$ cat src/rtl/mem_arbiter.sv
// Round-robin arbiter sharing one single-port memory between a cache-line
// refill reader and a write-through writer. One transfer at a time; a burst
// or write runs to completion once granted.
module mem_arbiter #(
    parameter int AW         = 8,
    parameter int DW         = 32,
    parameter int LINE_WORDS = 4
) (
    input  logic                          clk,
    input  logic                          reset,
    // refill read port
    input  logic                          rd_req,
    input  logic [AW-1:0]                 rd_addr,
    output logic                          rd_valid,
    output logic [DW-1:0]                 rd_data,
    output logic [$clog2(LINE_WORDS)-1:0] rd_word,
    output logic                          rd_done,
    // write-through port
    input  logic                          wr_req,
    input  logic [AW-1:0]                 wr_addr,
    input  logic [DW-1:0]                 wr_data,
    output logic                          wr_ack,
    // memory port
    output logic                          mem_en,
    output logic                          mem_we,
    output logic [AW-1:0]                 mem_addr,
    output logic [DW-1:0]                 mem_wdata,
    input  logic [DW-1:0]                 mem_rdata,
    input  logic                          mem_ready,
    output logic                          busy
);

    localparam int             IW        = $clog2(LINE_WORDS);
    localparam logic [AW-1:0]  LINE_MASK = AW'(LINE_WORDS - 1);
    localparam logic [IW-1:0]  LAST_WORD = IW'(LINE_WORDS - 1);

    typedef enum logic [1:0] {
        IDLE,
        RD_BURST,
        WR_XFER
    } state_t;

    state_t          state_q;
    logic [IW-1:0]   cnt_q;
    logic [AW-1:0]   addr_q;
    logic [DW-1:0]   wdata_q;
    logic            prefer_wr_q;   // 1 = read was served last, writer wins a tie

    logic            grant_rd_d;
    logic            grant_wr_d;
    logic [AW-1:0]   line_base_d;
    logic            hs;

    // Arbitration decision for the IDLE cycle and the line-aligned refill base
    always_comb begin
        grant_rd_d  = rd_req && (!wr_req || !prefer_wr_q);
        grant_wr_d  = wr_req && !grant_rd_d;
        line_base_d = rd_addr & ~LINE_MASK;
    end

    // FSM: grant in IDLE, step the refill counter / finish on each handshake
    always_ff @(posedge clk) begin
        if (reset) begin
            state_q     <= IDLE;
            cnt_q       <= '0;
            addr_q      <= '0;
            wdata_q     <= '0;
            prefer_wr_q <= 1'b0;
        end else begin
            case (state_q)
                IDLE: begin
                    if (grant_rd_d) begin
                        state_q     <= RD_BURST;
                        addr_q      <= line_base_d;
                        cnt_q       <= '0;
                        prefer_wr_q <= 1'b1;
                    end else if (grant_wr_d) begin
                        state_q     <= WR_XFER;
                        addr_q      <= wr_addr;
                        wdata_q     <= wr_data;
                        prefer_wr_q <= 1'b0;
                    end
                end
                RD_BURST: begin
                    if (mem_ready) begin
                        // LINE_WORDS is a power of two, so the increment wraps to 0
                        cnt_q <= cnt_q + IW'(1);
                        if (cnt_q == LAST_WORD) begin
                            state_q <= IDLE;
                        end
                    end
                end
                WR_XFER: begin
                    if (mem_ready) begin
                        state_q <= IDLE;
                    end
                end
                default: state_q <= IDLE;
            endcase
        end
    end

    // Memory-side and requester-side outputs; handshake strobes are suppressed
    // while reset is high so an abandoned transfer never reports completion
    always_comb begin
        mem_en    = (state_q != IDLE);
        mem_we    = (state_q == WR_XFER);
        mem_addr  = addr_q | {{(AW-IW){1'b0}}, cnt_q};
        mem_wdata = wdata_q;
        busy      = (state_q != IDLE);
        hs        = mem_en && mem_ready && !reset;
        rd_valid  = hs && (state_q == RD_BURST);
        rd_data   = mem_rdata;
        rd_word   = cnt_q;
        rd_done   = rd_valid && (cnt_q == LAST_WORD);
        wr_ack    = hs && (state_q == WR_XFER);
    end

endmodule

$ cat config.mk
export PLATFORM = sky130hd
export DESIGN_NAME = mem_arbiter
export DESIGN_NICKNAME = d
export VERILOG_FILES = /design/src/rtl/mem_arbiter.sv
export SDC_FILE = /design/constraint.sdc
export NUM_CORES = 1
export LEC_CHECK = 0
export ABC_CLOCK_PERIOD_IN_PS = 1300
export BUFFER_PORTS_ARGS = -buffer_cell sky130_fd_sc_hd__buf_2
export CAP_MARGIN = 20
export CORE_MARGIN = 4
export CORE_UTILIZATION = 38
export CTS_BUF_LIST = sky130_fd_sc_hd__clkbuf_2 sky130_fd_sc_hd__clkbuf_4 sky130_fd_sc_hd__clkbuf_8
export DETAILED_ROUTE_END_ITERATION = 10
export MAX_ROUTING_LAYER = met4
export PLACE_DENSITY = 0.87
export SYNTH_ARGS = -nofsm -noshare
export SYNTH_HDL_FRONTEND = slang
export SYNTH_SLANG_ARGS = --single-unit
$ cat constraint.sdc
create_clock -name clk -period 1.3 [get_ports clk]
set_input_delay 0.065 -clock clk [delete_from_list [all_inputs] [get_ports clk]]
set_output_delay 0.065 -clock clk [all_outputs]
set_load 0.01 [all_outputs]
; ---- After elaboration in Yosys (flattened, before gate mapping)
; Cells that the tools add are included.
[totals]
romBits = 0
ramBits = 0
ff_bits = 45
elab_cells = 49
mem_count = 0
out_inout_bits = 80
latchBits = 0
[op_classes]
n_bitwise = 2
shift = 0
n_lt_le_gt_ge = 0
div = 0
n_mux = 13
addsub = 1
n_reduce_logical = 20
mul = 0
n_eq_ne = 8
[ops]
columns = op, count
row1 = 2-to-1 mux 8 bit, 2
row2 = 2-to-1 mux 2 bit, 7
row3 = bitwise OR 8 x 2 -> 8 bit, 1
row4 = logical AND 1 bit, 7
row5 = inequality test 2 bit (second input constant), 3
row6 = one-hot mux 2 bit (3 select lines), 1
row7 = AND reduction 3 bit, 2
row8 = nonzero test 2 bit, 3
row9 = equality test 2 bit (second input constant), 2
row10 = zero test 1 bit, 4
row11 = one-hot mux 2 bit (2 select lines), 1
row12 = AND reduction 4 bit, 1
row13 = inequality test 3 bit (second input constant), 1
row14 = adder 2 x 1 -> 2 bit (second input constant), 1
row15 = equality test 2 x 1 -> 1 bit (second input constant), 1
row16 = zero test 2 bit, 1
row17 = 2-to-1 mux 1 bit, 2
row18 = inequality test 2 x 1 -> 1 bit (second input constant), 1
row19 = AND reduction 2 bit, 1
row20 = logical OR 1 bit, 1
row21 = inverter 1 bit, 1

; ---- Depth between registers and ports, before layout
[depth]
depth_word = 8
ltp_mapped = 5

; ---- Worst setup path after synthesis
; OpenSTA, ideal clock, no wires.
[synth_path]
path_kind = reg-to-reg
from = register state_q[0]
to = register wdata_q[4], in the netlist mem_wdata[4]
path_stages_with_launch = 6
setup_slack_ns = -0.003
t_required_ns = 1.178
setup_ns = 0.122
t_arrival_ns = 1.181
period_less_slack_ns = 1.303
cell_sequence = dfxtp_1 -> buf_2 -> nor3b_4 -> and2_2 -> buf_4 -> o21ai_0
[synth_between]
elab_chain_len = 2
[synth_lines]
columns = item, line_no
row1 = start: declaration, 43  ; state_t state_q;
row2 = start signal: assignment, 64  ; state_q <= IDLE;
row3 = start signal: assignment, 73  ; state_q <= RD_BURST;
row4 = start signal: assignment, 78  ; state_q <= WR_XFER;
row5 = zero test 2 bit, 70  ; case (state_q)
row6 = AND reduction 3 bit (no line), --
row7 = end signal: assignment, 80  ; wdata_q <= wr_data;
row8 = end: declaration, 46  ; logic [DW-1:0] wdata_q;
; No other way between the ends.
; A chain may end at the register's enable or synchronous reset.

; ---- Worst setup path in the final report
[layout_path]
from = register state_q[1]
to = output port mem_en
[layout_between]
elab_chain_len = 1
[layout_lines]
columns = item, line_no
row1 = nonzero test 2 bit, 106  ; mem_en = (state_q != IDLE);
row2 = end: declaration, 24  ; output logic mem_en,
; No other way between the ends.

==> flow_summary.yaml <==
worst_setup_path:
  critPathKind: "reg2out"
  slowest_delay_ns: 0.34
  r2r_start: "state_q[1]"
  cp_max_fo: 3
  worstPathArrival_ns: 1.24
  crit_path_start_kind: "register"
  critical-path-slowest-cell: "dfxtp_2"
  r2r_slack_ns: -0.002
  path_cells: "buf_6, nor2_1, buf_4, inv_1, buf_2"
  rr_endpoint: "mem_wdata[11]"
  crit_path_end_kind: "output pin"
  r2r_cells: 6
  cp.required_ns: 1.24
outcome:
  status: "finished, violations left"
  violations: "setup timing"
yosys:
  synth_ff_type: "dfxtp_1"
  synthesis.nets: 353
  syn_avg_cell_area_um2: 8.75
  async_flop_share_pct: 0
  syn_inst: 267
  yosysSeqAreaShare_pct: 38.5
  synth_top_area_share_pct: 38.5
  yosys_warnings: 0
  synth.area.top_cells: "dfxtp_1, buf_4, nand4b_1"
  yosysUniqueCellTypes: 31
  ys_ff_latch: 45
  syn_area_um2: 2340
  synth_edf_count: 0
  yosysTopAreaCell: "dfxtp_1"
drt:
  firstDrtPassIters: 5
  ant_nets: 0
  drt-total-wl_mm: 6.34
  via_per_inst: 5.30
  wl_per_cell_um: 15.5
  drtIter0Drc: 66
  dr_total_vias: 2172
  route.detailed.drc: 0
clock_tree:
  cts_buffers: 5
  htree_levels: 2
  cts_tree: "yes"
  root_buffer: "clkbuf_8"
  cts.clk_slew.worst_paths_ns: 0.09
  numClockSinks: 45
  holdBufCountCts: 0
  clockBufferDepth: 2
  clock_latency_ns: 0.29
floorplanning:
  core_um2: 5960
  ioPinCount: 165
  initial_core_util_pct: 39.2
  rows: 28
  die_h_um: 86.4
  dieArea_um2: 7470
  dieWidth_um: 86.4
worst_hold_path:
  holdPathStages: 3
  hold_end: "addr_q[1]"
  hp-class: "in2reg"
  hold_start: "wr_addr[1]"
placement:
  placed_cell_area_um2: 2630
  dpl.hpwl_mm: 4.13
  dp_cells: 391
  place_ws_ns: 0.0285
  numPortBuffers: 98
  gp_congestion: 0.818
power_and_ir_drop:
  power_density_nw_per_um2: 1140
  switchingPower_mw: 0.931
  p_comb_share_pct: 22.7
  power_frac_clock_pct: 31.8
  seq_power_share_pct: 45.6
  leakagePower_nw: 1.32
  p_int_mw: 2.45
  ir_drop_mv: 0.548
  swShare_pct: 27.5
timing:
  rsz0062_at_grt: "yes"
  maxSlewHeadroom_pct: 76.7
  setup_viol: 2
  fin_crit_ns: 1.30
  tightest_slew_ns: 0.350
  fin_crit_sh_pct: 100
  hold_ws_ns: 0.0145
  finalWorstSetupSlack_ns: -0.00209
  fin_skew_ns: 0.00994
  max_freq_mhz: 768
  hold_viol: 0
  report.final.slew_viol_count: 0
cells_and_area:
  area.growth.synth_to_final_pct: 26.9
  stdcell_count: 410
  stdcell_area_um2: 2970
  fin_nets: 420
  layout_commonest_cell: "buf_2"
  layout_common_cells: "buf_2, dfxtp_1, nand2b_1, nand4b_1, o21ai_1"
  drive_above_1_share_pct: 45.4
  diodes: 0
  post-route-util_pct: 49.8
grt:
  antenna_found_initial: 0
  grt_util_all_layers_pct: 15.1
  grt_remaining_overflow: 0
  grt_pass1_wl_mm: 9.00
  grt_max_degree: 42
  grt_pass1_vias: 1956
job:
  cap_violations: 0
[sequential cells by signal (all words and copies together), names as in the netlist]
signal       cells
addr_q           8
prefer_wr_q      1
state_q          2
rd_word          2
mem_wdata       32
[per-layer routing]
| metal | track usage, % | vias up | routed length, µm |
|---|---|---|---|
| li1 | - | 1031 | - |
| met1 | 17.7 | 1027 | 2680 |
| met2 | 24.5 | 98 | 3030 |
| met3 | 4.28 | 16 | 537 |
| met4 | 5.24 | 0 | 87 |
| met5 | - | - | 0 |
[metrics by stage]
| stage | power [mW] | setup TNS, ns |
|---|---|---|
| after CTS | 3.30 | -0.609 |
| final | 3.38 | -0.00295 |
| after global routing | 3.53 | -1.48 |
| after global placement | 2.18 | 0 |
| after floorplan | 2.05 | 0 |
| after detailed placement | 2.20 | 0 |
[how the worst max path moves through the flow]
stage | cells after the start | endpoint | start
final | 5 | mem_en | state_q[1]
after CTS | 4 | mem_wdata[8] | state_q[1]
after floorplan | 5 | mem_wdata[4] | state_q[1]
after global routing | 6 | mem_wdata[11] | state_q[1]
after detailed placement | 3 | mem_wdata[19] | state_q[0]
after global placement | 3 | mem_wdata[25] | state_q[0]
[synth_stat cells, types with 3 or more instances]
cell type  count
a21bo_2        3
a21oi_1        9
a311oi_1       7
buf_2          7
buf_4         42
clkbuf_1      13
dfxtp_1       45
nand2_1       15
nand2b_1      34
nand4b_1      33
o21ai_0       29
o21ai_1        5
[power by group through the flow]
stage	registers, mW	clock network, mW	logic, mW
2_1_floorplan	1.58	0	0.470
3_3_place_gp	1.56	0	0.616
3_5_place_dp	1.57	0	0.628
4_1_cts	1.54	1.11	0.655
5_1_grt	1.55	1.14	0.841
6_report	1.54	1.07	0.766
[worst max-delay path, delay by kind of cell (launching register included)]
family / cells / cell delay [ns]
buf+inv: 4 / 0.45
simple gates: 1 / 0.16
flops: 1 / 0.34
[cell families after synthesis]
family | synth area share [%]
compound gates | 14.7
buf+inv | 17.4
fa+ha+maj | 0.535
flops | 38.5
simple gates | 28.8
[layout make-up]
class	count	area, µm²
sequential	45	907
tap	75	93.8
multi-input combinational	161	1120
clock inverter	2	38.8
clock buffer	6	76.3
fill	573	2990
timing repair buffer	119	722
inverter	2	7.51
[repair_timing]
action,CTS,global route
pin swaps,1,19
resized for setup,5,49
endpoints found under the setup margin,6,39
hold endpoints to repair,0,0
cloned,0,5
buffers inserted,4,2
Note: power is estimated with default switching activity, not from simulation.
